File: config.mk
export PLATFORM = sky130hd
export DESIGN_NAME = fetch_unit
export DESIGN_NICKNAME = d
export VERILOG_FILES = /design/src/rtl/fetch_unit.sv
export SDC_FILE = /design/constraint.sdc
export NUM_CORES = 1
export LEC_CHECK = 0
export BUFFER_PORTS_ARGS = -buffer_cell sky130_fd_sc_hd__buf_2
export CORE_AREA = 5 5 169 171
export DETAILED_ROUTE_END_ITERATION = 10
export DIE_AREA = 0 0 174 176
export GPL_ROUTABILITY_DRIVEN = 0
export PLACE_DENSITY = 0.65
export SYNTH_ARGS = -nofsm -noshare
export SYNTH_HDL_FRONTEND = slang
export SYNTH_SLANG_ARGS = --single-unit
export TNS_END_PERCENT = 50
File: constraint.sdc
create_clock -name CLK -period 7.1 [get_ports CLK]
set_clock_uncertainty 0.1 [all_clocks]
set_input_delay 2.13 -clock CLK [delete_from_list [all_inputs] [get_ports CLK]]
set_output_delay 2.13 -clock CLK [all_outputs]
set_load 0.02 [all_outputs]
File: src/rtl/fetch_unit.sv
// Instruction-fetch stage: PC, redirect handling, IMem handshake and the IF/ID register.
// Optional misaligned-target trap is enabled by defining FETCH_MISALIGN_TRAP_EN.
module fetch_unit #(
    parameter logic [31:0] PC_RESET  = 32'h00400000,
    parameter logic [31:0] NOP_INSTR = 32'h00000013
) (
    input  logic        CLK,
    input  logic        RESET,
    input  logic [1:0]  PCSrc,
    input  logic [31:0] BranchTarget,
    input  logic [31:0] JalrTarget,
    input  logic        Stall_D,
    output logic        IMemReq,
    output logic [31:0] IMemAddr,
    input  logic        IMemRdy,
    input  logic [31:0] IMemData,
    output logic [31:0] Instr_D,
    output logic [31:0] PC_D,
    output logic [31:0] PCPlus4_D,
    output logic        Valid_D,
    output logic        MisalignErr
);

`ifdef FETCH_MISALIGN_TRAP_EN
    localparam logic TrapEn = 1'b1;
`else
    localparam logic TrapEn = 1'b0;
`endif

    typedef enum logic [1:0] {StFetch, StHold, StDiscard, StHalt} state_e;

    state_e      state_q, state_d;
    logic [31:0] addr_q, addr_d;
    logic [31:0] target_q, target_d;
    logic [31:0] skid_instr_q, skid_instr_d;
    logic [31:0] skid_pc_q, skid_pc_d;
    logic [31:0] instr_q, instr_d;
    logic [31:0] pc_q, pc_d;
    logic [31:0] pcplus4_q, pcplus4_d;
    logic        valid_q, valid_d;
    logic        misalign_q, misalign_d;

    logic        redirect;
    logic        misalign;
    logic [31:0] raw_target;
    logic [31:0] target;

    always_comb begin
        redirect   = (PCSrc == 2'b01) || (PCSrc == 2'b11);
        raw_target = (PCSrc == 2'b11) ? (JalrTarget & ~32'd1) : BranchTarget;
        // Without the trap, bit1 is silently dropped rather than faulting.
        target     = {raw_target[31:2], raw_target[1] & TrapEn, raw_target[0]};
        misalign   = TrapEn & redirect & raw_target[1];
    end

    always_comb begin
        state_d      = state_q;
        addr_d       = addr_q;
        target_d     = target_q;
        skid_instr_d = skid_instr_q;
        skid_pc_d    = skid_pc_q;
        instr_d      = instr_q;
        pc_d         = pc_q;
        pcplus4_d    = pcplus4_q;
        valid_d      = valid_q;
        misalign_d   = misalign_q;

        if (state_q != StHalt && misalign) begin
            state_d    = StHalt;
            misalign_d = 1'b1;
            valid_d    = 1'b0;
        end else begin
            unique case (state_q)
                StFetch: begin
                    if (redirect) begin
                        valid_d = 1'b0;
                        if (IMemRdy) begin
                            addr_d = target;
                        end else begin
                            // Address must stay put until the outstanding beat completes.
                            target_d = target;
                            state_d  = StDiscard;
                        end
                    end else if (IMemRdy) begin
                        addr_d = addr_q + 32'd4;
                        if (!Stall_D) begin
                            instr_d   = IMemData;
                            pc_d      = addr_q;
                            pcplus4_d = addr_q + 32'd4;
                            valid_d   = 1'b1;
                        end else begin
                            skid_instr_d = IMemData;
                            skid_pc_d    = addr_q;
                            state_d      = StHold;
                        end
                    end else if (!Stall_D) begin
                        valid_d = 1'b0;
                    end
                end
                StHold: begin
                    if (redirect) begin
                        valid_d = 1'b0;
                        addr_d  = target;
                        state_d = StFetch;
                    end else if (!Stall_D) begin
                        instr_d   = skid_instr_q;
                        pc_d      = skid_pc_q;
                        pcplus4_d = skid_pc_q + 32'd4;
                        valid_d   = 1'b1;
                        state_d   = StFetch;
                    end
                end
                StDiscard: begin
                    valid_d = 1'b0;
                    if (redirect) begin
                        target_d = target;
                    end
                    if (IMemRdy) begin
                        addr_d  = redirect ? target : target_q;
                        state_d = StFetch;
                    end
                end
                StHalt: begin
                    valid_d = 1'b0;
                end
                default: state_d = StFetch;
            endcase
        end
    end

    always_ff @(posedge CLK) begin
        if (RESET) begin
            state_q      <= StFetch;
            addr_q       <= PC_RESET;
            target_q     <= PC_RESET;
            skid_instr_q <= NOP_INSTR;
            skid_pc_q    <= 32'd0;
            instr_q      <= NOP_INSTR;
            pc_q         <= 32'd0;
            pcplus4_q    <= 32'd0;
            valid_q      <= 1'b0;
            misalign_q   <= 1'b0;
        end else begin
            state_q      <= state_d;
            addr_q       <= addr_d;
            target_q     <= target_d;
            skid_instr_q <= skid_instr_d;
            skid_pc_q    <= skid_pc_d;
            instr_q      <= instr_d;
            pc_q         <= pc_d;
            pcplus4_q    <= pcplus4_d;
            valid_q      <= valid_d;
            misalign_q   <= misalign_d;
        end
    end

    assign IMemReq     = !RESET && (state_q == StFetch || state_q == StDiscard);
    assign IMemAddr    = addr_q;
    assign Instr_D     = valid_q ? instr_q : NOP_INSTR;
    assign PC_D        = pc_q;
    assign PCPlus4_D   = pcplus4_q;
    assign Valid_D     = valid_q;
    assign MisalignErr = misalign_q;

endmodule

# Yosys cells after proc, flatten, opt, wreduce, memory -nomap -nowiden
# Index checks and enable logic that the tools add are counted.
# word_totals
register_bits,227
latch_bits,0
ramBits,0
rom_bits,0
inputBits,102
mem_count,0
# classes
n_addsub,2
mul,0
div,0
n_lt_le_gt_ge,0
eq_ne,19
shift,0
muxes,44
bitwise_logic,1
reduce_logical,14
# op_table
op,count
$mux 32,25
$pmux 32 s2,4
$pmux 32 s3,1
$add 32x3->32 const B,2
$ne 2x2->1 const B,9
$mux 2,7
$ne 3x3->1 const B,4
$reduce_and 6->1,2
$reduce_and 4->1,2
$eq 2x2->1 const B,3
$pmux 2 s3,1
$mux 1,5
$eq 2x1->1 const B,2
$ne 4x4->1 const B,1
$reduce_bool 2->1,2
$pmux 1 s3,1
$reduce_and 3->1,1
$reduce_bool 3->1,1
$logic_not 2->1,1
$logic_or 1x1->1,2
$reduce_or 2->1,1
$logic_and 1x1->1,1
$logic_not 1->1,1
$not 1->1,1

# Logic depth before layout (Yosys ltp)
# Gate-level depths: netlist (run 1).
# logic_depth
ltp_word,5
mapped_depth,10
mapped_depth_nobuf,7

# Worst setup path after synthesis (run 1)
# No wires, ideal clock.
# synth_timing
path_kind,input -> output
start,in RESET
end,out IMemReq
t_arrival_ns,3.099
required_ns,4.870
setup_slack_ns,1.771
path_stages,4
n_path_buf,3
path_cell_list,clkbuf_1 clkbuf_1 clkbuf_1 nor2_1
# synth_between
elab_chain_len,2
# synth_rtl
item,line,source
start: declaration,8,"input logic RESET,"
$logic_not 1->1,157,assign IMemReq = !RESET && (state_q == StFetch || state_q == StDiscard);
$logic_and 1x1->1,157,
end: declaration,13,"output logic IMemReq,"
# No other way between the ends.

# Worst setup path in the final report (run 1)
# Ends and elaborated chain as after synthesis.

==> results of run 1 <==
==> kinds of logic after synthesis <==
| logic type | synth area share (%) |
|---|---|
| AO/OA/AOI/OAI | 21.6 |
| XOR/XNOR | 2.26 |
| adder cells (fa/ha/maj) | 0.647 |
| buffers and inverters | 5.71 |
| flip-flops | 38.8 |
| multiplexers | 9.24 |
| other | 0.0323 |
| AND/OR/NAND/NOR | 21.7 |
==> power by group through the flow <==
stage | Clock [mW] | Sequential (mW) | Combinational (mW)
floorplan | 0 | 1.52 | 0.501
global placement | 0 | 1.52 | 0.743
detailed placement | 0 | 1.53 | 0.754
CTS | 1.58 | 1.50 | 0.757
global route | 1.64 | 1.52 | 0.833
finish | 1.56 | 1.50 | 0.757
==> routing by layer <==
metal,GRT usage [%],vias to the layer above
met4,5.74,0
li1,-,5451
met3,3.45,46
met2,34.1,416
met5,0,-
met1,32.4,5109
==> final timing paths <==
| check | to | cells after the start | startpoint |
|---|---|---|---|
| max | IMemReq | 3 | RESET |
| min | PCPlus4_D[6]$_SDFFE_PP0P_ | 2 | PCPlus4_D[6]$_SDFFE_PP0P_ |
| max reg2reg | IMemAddr[22]$_SDFFE_PP1P_ | 7 | state_q[0]$_SDFFE_PP0P_ |
| min reg2reg | PCPlus4_D[6]$_SDFFE_PP0P_ | 2 | PCPlus4_D[6]$_SDFFE_PP0P_ |
==> worst register-to-register path, stage by stage (launching register included) <==
cell and delay [ns]:
dfxtp_1 0.42, inv_1 0.09, ha_1 0.40, o21ba_2 0.32
or3_1 0.74, a2111oi_0 0.68, a21oi_1 0.15, a2bb2oi_1 0.14
==> metrics by stage <==
| step | instance area, sq um | hold slack (ns) | instances | total power, mW |
|---|---|---|---|---|
| global placement | 12800 | 0.331 | 1892 | 2.26 |
| detailed placement | 12800 | 0.341 | 1892 | 2.28 |
| floorplan | 11600 | 0.326 | 1438 | 2.02 |
| global route | 13800 | 0.370 | 1936 | 3.99 |
| CTS | 13800 | 0.351 | 1936 | 3.84 |
| finish | 13800 | 0.349 | 1936 | 3.82 |
==> registers in the layout, summed over array words and instances (netlist names) <==
signal / count
PCPlus4_D: 30
IMemAddr: 32
PC_D: 32
instr_q: 32
skid_pc_q: 32
state_q: 2
target_q: 32
skid_instr_q: 32
Valid_D: 1
==> cell usage after synthesis, types with 4 or more instances <==
| library cell | count |
|---|---|
| o221ai_1 | 7 |
| nor3_1 | 31 |
| nand4_1 | 17 |
| and3_1 | 7 |
| nand3_1 | 33 |
| nand2b_1 | 4 |
| nor2b_1 | 5 |
| a221oi_1 | 6 |
| mux2i_1 | 97 |
| inv_1 | 32 |
| o31ai_1 | 9 |
| nor2_1 | 141 |
| or4_1 | 8 |
| xor2_1 | 6 |
| nand3b_1 | 4 |
| xnor2_1 | 24 |
| a21oi_1 | 110 |
| a2111oi_0 | 4 |
| buf_1 | 13 |
| a211oi_1 | 106 |
| a221o_1 | 10 |
| clkbuf_1 | 93 |
| nor4_1 | 16 |
| o211ai_1 | 20 |
| a31oi_1 | 10 |
| and4_1 | 10 |
| buf_4 | 5 |
| mux2_2 | 9 |
| nand2_1 | 208 |
| buf_2 | 19 |
| ha_1 | 6 |
| or3_1 | 7 |
| dfxtp_1 | 225 |
| a211o_1 | 6 |
| o21ai_0 | 37 |
| and2_1 | 30 |
| o21a_1 | 7 |
==> final cells by class <==
type	count	area, sq um
well taps	341	427
clock buffers	31	698
repair buffers	244	1270
inverters	34	128
flip-flops and latches	225	4500
fillers	2577	12900
clock inverters	13	293
multi-input cells	1048	6480
==> flow_summary.ini, run 1 <==
[outcome]
status = finished, final reports clean

[critical_path]
crit_family = buffers and inverters
critPathMaxFanout = 69
slowest_stage = buf_6
cp_data_required_time_ns = 4.87
path_buf_inv = 2
path_cells = buf_6 -> nor2_1 -> buf_2
endpoint_kind = output pin
ff2ff_setup_slack_ns = 3.92
crit_path_max_incr_delay_ns = 0.41
critPathKind = primary input to output pin
arrival_ns = 2.83
cp-start-kind = primary input

[timing]
max_freq_mhz = 198
finalSetupViolCount = 0
rsz0062_at_grt = false
fin_setup_tns_ns = 0
post-route-period-util_pct = 71.2
layout_setup_ws_ns = 2.04
fin_crit_ns = 5.06
maxSlewViolCount = 0
tightest_slew_ns = 1.09
hold_viol_final = 0
slew_headroom_pct = 27.5

[clocking]
clockRootBuffer = clkbuf_16
path_clk_slew_ns = 0.06
cts.sinks = 225
htreeDepth = 1
cts_hold_buf = 0
cts-buffers-inserted = 25
cts_max_path_buffers = 3
post-cts-setup-buffers = 0
post_cts_resized = 0
cts_tree = yes
clk_latency_ns = 0.52

[floorplan]
rows = 60
dieArea_sq_um = 30600
fp.dieW_microns = 174
die_height_microns = 176
ios = 233
coreArea_sq_um = 26700
start_util_pct = 43.4

[power_and_ir_drop]
p_leak_nw = 5.26
ir_worst_vdd_mv = 0.154
powerDensity_nw_per_um2 = 277
p_comb_share_pct = 19.8
pwr-share-clk_pct = 40.8
power.internal_mw = 2.67
p_sw_mw = 1.15
swShare_pct = 30.2
p_seq_share_pct = 39.4

[synth]
synth.yosys.seq_area_share_pct = 38.8
netlist_instances = 1438
ys.flop_type = dfxtp_1
synth_warnings = 0
async_reset_ff_share_pct = 0
synth_top_cell_by_area = dfxtp_1
ys_ff_latch = 225
syn_area_per_cell_sq_um = 8.07
synth_edf_count = 0
synthTopCellsByArea = dfxtp_1, mux2i_1, a211oi_1
synth_top_area_share_pct = 38.8
synth_nets = 1546
ys_types = 71
synth_area_sq_um = 11600

[drt]
routed_wl_microns = 35500
routed.top_layer = met4
first_pass_iters = 5
num_vias = 11000
m1WireLength_microns = 16300
wire_per_inst_microns = 18.3
postRouteAntennaNets = 0
dr_wl_met2_microns = 15700
route.met3.wl_microns = 2690
drt-initial-drc-count = 1052
via_per_inst = 5.69
drc_errors = 0

[global_routing]
grt_usage_pct = 22.1
grt_pass1_wl_microns = 56200
grt_pass1_vias = 10100
grt_start_max_net_pins = 81
antenna_found_initial = 0
gr-total-overflow = 0

[placement]
pre_cts_ws_ns = 2.02
portBuffers = 228
hpwl_microns = 24600

[job]
drv_cap = 0

[finish]
drive_gt1_share_pct = 20.1
syn_to_final_growth_pct = 18.9
fin_util_pct = 51.6
layout_common_cells = buf_2, dfxtp_1, nand2_1, nor2_1, a21oi_1
n_antenna_cell = 0
nets = 1686
layout.cells.most_common = buf_2

[hold_path]
hold_class = register to register
No activity file was read; power rests on OpenSTA's default activity.
==> run 2, diff against run 1 <==
--- a/config.mk
+++ b/config.mk
@@ -10,7 +10,7 @@
 export DETAILED_ROUTE_END_ITERATION = 10
 export DIE_AREA = 0 0 174 176
 export GPL_ROUTABILITY_DRIVEN = 0
-export PLACE_DENSITY = 0.65
+export PLACE_DENSITY = 0.68
 export SYNTH_ARGS = -nofsm -noshare
 export SYNTH_HDL_FRONTEND = slang
 export SYNTH_SLANG_ARGS = --single-unit
==> constraint.sdc (replaced) <==
create_clock -name CLK -period 4.4 [get_ports CLK]
set_clock_uncertainty 0.1 [all_clocks]
set_input_delay 1.32 -clock CLK [delete_from_list [all_inputs] [get_ports CLK]]
set_output_delay 1.32 -clock CLK [all_outputs]
set_load 0.02 [all_outputs]
==> flow_summary.ini, run 2 (synthesis results as in run 1) <==
[critical_path]
r2r_end = IMemAddr[26]$_SDFFE_PP0P_
cp_data_required_time_ns = 2.98
path_buf_inv = 2
reg2reg_from = state_q[0]$_SDFFE_PP0P_
critPathMaxFanout = 15
worst_path_most_repeated_cell = nor2_1
ff2ff_path_depth = 6
crit_path_max_incr_delay_ns = 0.42
arrival_ns = 2.11
path_cells = inv_1 -> ha_1 -> nor2_1 -> nor2_1 -> buf_2
slowest_stage = dfxtp_1
endpoint_kind = output pin
critPathKind = register to output pin
crit_family = simple AND/OR/NAND/NOR gates
cp-start-kind = register
ff2ff_setup_slack_ns = 1.37

[drt]
postRouteAntennaNets = 0
first_pass_iters = 6
num_vias = 11000
routed_wl_microns = 35400
drt-initial-drc-count = 938
wire_per_inst_microns = 18.2
via_per_inst = 5.66
drc_errors = 0

[floorplan]
fp.dieW_microns = 174
coreArea_sq_um = 26700
dieArea_sq_um = 30600
ios = 233
die_height_microns = 176
rows = 60
start_util_pct = 43.4

[finish]
nets = 1693
fill_cells = 2585
fin_cells = 1942
layout.cells.most_common = buf_2
layout_common_cells = buf_2, dfxtp_1, nand2_1, nor2_1, a21oi_1
n_antenna_cell = 0
regArea_sq_um = 4500
drive_gt1_share_pct = 20.0
multi_input_area_sq_um = 6480
syn_to_final_growth_pct = 17.9

[global_routing]
grt_start_max_net_pins = 174
antenna_found_initial = 0
gr-total-overflow = 0
grt_pass1_wl_microns = 56200
grt_usage_pct = 22.0
grt_pass1_vias = 10300

[hold_path]
hold-path-cell-count = 2
min-delay-start = PCPlus4_D[6]$_SDFFE_PP0P_
hold_class = register to register
holdPathEnd = PCPlus4_D[6]$_SDFFE_PP0P_

[placement]
dp_cells = 1898
portBuffers = 228
hpwl_microns = 24700

[clocking]
cts_tree = yes
post-cts-setup-buffers = 0
cts_max_path_buffers = 3
htreeDepth = 1
cts-buffers-inserted = 26
clockRootBuffer = clkbuf_16
cts_hold_buf = 0
clk_latency_ns = 0.53
cts.sinks = 225
post_cts_resized = 0
path_clk_slew_ns = 0.06

[outcome]
status = finished, final reports clean

[power_and_ir_drop]
pwr-share-clk_pct = 36.0
p_leak_nw = 5.21
p_sw_mw = 1.85
p_seq_share_pct = 42.4
ir_worst_vdd_mv = 0.284
swShare_pct = 32.3
p_comb_share_pct = 21.6
power.internal_mw = 3.87
powerDensity_nw_per_um2 = 418

[timing]
slew_headroom_pct = 25.6
post-route-period-util_pct = 80.3
max_freq_mhz = 283
rsz0062_at_grt = false
finalSetupViolCount = 0
maxSlewViolCount = 0
tightest_slew_ns = 1.11
fin_setup_tns_ns = 0
fin_crit_ns = 3.53
hold_viol_final = 0

[job]
drv_cap = 0
[run 2: changes by cell type in the layout (fill, tap and decap cells not counted), sizes merged]
| cell | delta |
|---|---|
| buf | +6 |
| clkinv | +2 |
| bufinv | -9 |
| clkbuf | +7 |
| inv | +1 |
| clkinvlp | -1 |
[run 2: worst max-delay path by stage]
stage                       startpoint                         end  slack [ns]  cells past startpoint
2_1_floorplan                    RESET                     IMemReq        0.69                      4
3_3_place_gp                  PCSrc[0]  PCPlus4_D[31]$_SDFFE_PP0P_        0.77                      6
3_5_place_dp                  PCSrc[0]  PCPlus4_D[31]$_SDFFE_PP0P_        0.75                      6
4_1_cts        state_q[0]$_SDFFE_PP0P_                     IMemReq        0.87                      5
5_1_grt        state_q[0]$_SDFFE_PP0P_                     IMemReq        0.73                      5
6_report       state_q[0]$_SDFFE_PP0P_                     IMemReq        0.87                      5
[run 2: power by group through the flow]
stage | sequential, mW | combinational [mW] | clock (mW)
global route | 2.45 | 1.35 | 2.19
detailed placement | 2.46 | 1.23 | 0
finish | 2.42 | 1.24 | 2.06
global placement | 2.45 | 1.21 | 0
CTS | 2.42 | 1.24 | 2.09
floorplan | 2.46 | 0.809 | 0
[run 2: cell type report]
class | count | area share (%)
Multi-Input combinational cell | 1048 | 47.4
Sequential cell | 225 | 32.9
Timing Repair Buffer | 250 | 9.78
Clock buffer | 38 | 5.61
Tap cell | 341 | 3.12
Inverter | 34 | 0.933
Clock inverter | 6 | 0.265
[run 2: worst register-to-register path, stage by stage, from the launching register on]
cell and delay (ns):
dfxtp_1 0.42, inv_1 0.10, ha_1 0.82, and3b_1 0.78
a221o_1 0.30, a21oi_1 0.04, a2111oi_0 0.34
[run 2: metal layers]
layer / track usage (%) / up-vias / wire [microns]
met4: 6.83 / 0 / 1010
met1: 31.4 / 5026 / 16400
met3: 3.62 / 63 / 2320
met2: 34.4 / 443 / 15600
li1: - / 5458 / -
met5: 0 / - / 0
[run 2: through the flow]
step	total power [mW]	setup slack, ns	util, %	instance area (sq um)	hold WS [ns]
2_1_floorplan	3.26	0.691	-	11600	0.326
3_3_place_gp	3.66	0.768	48.2	12900	0.333
3_5_place_dp	3.69	0.754	48.2	12900	0.341
4_1_cts	5.74	0.869	51.2	13700	0.350
5_1_grt	5.99	0.734	51.2	13700	0.368
6_report	5.72	0.867	51.2	13700	0.349
==> run 3, diff against run 2 <==
==> constraint.sdc (replaced) <==
create_clock -name CLK -period 2.9 [get_ports CLK]
set_clock_uncertainty 0.1 [all_clocks]
set_input_delay 0.87 -clock CLK [delete_from_list [all_inputs] [get_ports CLK]]
set_output_delay 0.87 -clock CLK [all_outputs]
set_load 0.02 [all_outputs]
==> flow_summary.ini, run 3 (synthesis results as in run 1) <==
[floorplan]
dieArea_sq_um = 30600
rows = 60
fp.dieW_microns = 174
start_util_pct = 43.4
ios = 233
die_height_microns = 176
coreArea_sq_um = 26700

[hold_path]
min-delay-start = PCPlus4_D[7]$_SDFFE_PP0P_
holdPathEnd = PCPlus4_D[7]$_SDFFE_PP0P_
hold_class = register to register
hold-path-cell-count = 2

[timing]
rsz0062_at_grt = false
fin_setup_tns_ns = 0
hold_viol_final = 0
fin_crit_ns = 2.80
tightest_slew_ns = 1.18
max_freq_mhz = 357
finalSetupViolCount = 0
post-route-period-util_pct = 96.5
holdWs_ns = 0.351
maxSlewViolCount = 0
slew_headroom_pct = 20.9

[drt]
num_vias = 11300
wire_per_inst_microns = 18.1
postRouteAntennaNets = 0
drc_errors = 0
first_pass_iters = 5
drt-initial-drc-count = 902
routed_wl_microns = 36100
via_per_inst = 5.67

[global_routing]
grt_usage_pct = 22.4
grt_pass1_vias = 10500
grt_pass1_wl_microns = 57200
grt_start_max_net_pins = 133
antenna_found_initial = 0
gr-total-overflow = 0

[critical_path]
critPathMaxFanout = 7
endpoint_kind = output pin
critPathKind = register to output pin
ff2ff_path_depth = 8
cp-start-kind = register
reg2reg_from = state_q[0]$_SDFFE_PP0P_
ff2ff_setup_slack_ns = 0.22
arrival_ns = 1.83
r2r_end = PCPlus4_D[25]$_SDFFE_PP0P_
cp_data_required_time_ns = 1.93

[finish]
drive_gt1_share_pct = 22.7
fin_cells = 1990
layout.cells.most_common = buf_2
syn_to_final_growth_pct = 22.2
fin_util_pct = 53.1
layout_common_cells = buf_2, dfxtp_1, nand2_1, nor2_1, a21oi_1
n_antenna_cell = 0
nets = 1738

[clocking]
cts-buffers-inserted = 26
cts_tree = yes
path_clk_slew_ns = 0.06
clk_latency_ns = 0.53
post-cts-setup-buffers = 0
htreeDepth = 1
cts_hold_buf = 0
cts_max_path_buffers = 3
clockRootBuffer = clkbuf_16
cts.sinks = 225

[power_and_ir_drop]
ir_worst_vdd_mv = 0.372
p_leak_nw = 5.50
powerDensity_nw_per_um2 = 642

[placement]
portBuffers = 228
hpwl_microns = 25500
dp_cells = 1943

[job]
drv_cap = 0

[outcome]
status = finished, final reports clean
run 3: changes by cell type in the layout (fill, tap and decap cells not counted), sizes merged:
| cell | change |
|---|---|
| buf | +45 |
| bufinv | +3 |
| clkbuf | -1 |
| clkinvlp | +2 |
| inv | -1 |
run 3: where the power goes:
group,internal (mW),switching (mW),total (mW)
logic,0.782,1.29,2.08
clock network,2.11,1.32,3.43
registers,3.35,0.237,3.59
total,6.24,2.85,9.10
run 3: worst max-delay path by stage:
stage                                 to  depth (start not counted)                     from  slack, ns
5_1_grt                          IMemReq                          5  state_q[0]$_SDFFE_PP0P_       0.02
3_3_place_gp   IMemAddr[22]$_SDFFE_PP1P_                          8                 PCSrc[0]       0.11
2_1_floorplan                    IMemReq                          4                    RESET       0.09
3_5_place_dp   IMemAddr[22]$_SDFFE_PP1P_                          8                 PCSrc[0]       0.10
4_1_cts                          IMemReq                          5  state_q[0]$_SDFFE_PP0P_       0.02
6_report                         IMemReq                          5  state_q[0]$_SDFFE_PP0P_       0.10
run 3: layout make-up:
class	count	area [sq um]
clock buffers	37	772
well taps	341	427
repair buffers	295	1730
fillers	2532	12500
flip-flops and latches	225	4500
inverters	34	131
clock inverters	10	139
multi-input cells	1048	6480
run 3: timing repair:
| item | 4_1_cts | 5_1_grt |
|---|---|---|
| resized for setup | 0 | 2 |
| setup endpoints to repair | 0 | 2 |
| hold endpoints to repair | 0 | 0 |
run 3: per-stage QoR:
stage	instance area, sq um	setup WS [ns]	power [mW]
3_3_place_gp	13300	0.110	5.65
4_1_cts	14200	0.0222	9.14
5_1_grt	14200	0.0222	9.51
6_report	14200	0.103	9.10
3_5_place_dp	13300	0.105	5.70
2_1_floorplan	11600	0.0914	4.95
run 3: worst max-delay path, cell delays in order, from the launching register on:
cell and delay, ns:
dfxtp_1 0.42, inv_1 0.10, ha_1 0.30, nor2_2 0.24, nor2_1 0.07, buf_2 0.16
run 3: metal layers:
metal | GRT usage, % | vias up | share of wire, %
li1 | - | 5543 | -
met1 | 31.9 | 5178 | 45
met2 | 34.8 | 478 | 44
met3 | 3.70 | 76 | 7.6
met4 | 7.19 | 0 | 3.3
met5 | 0 | - | 0
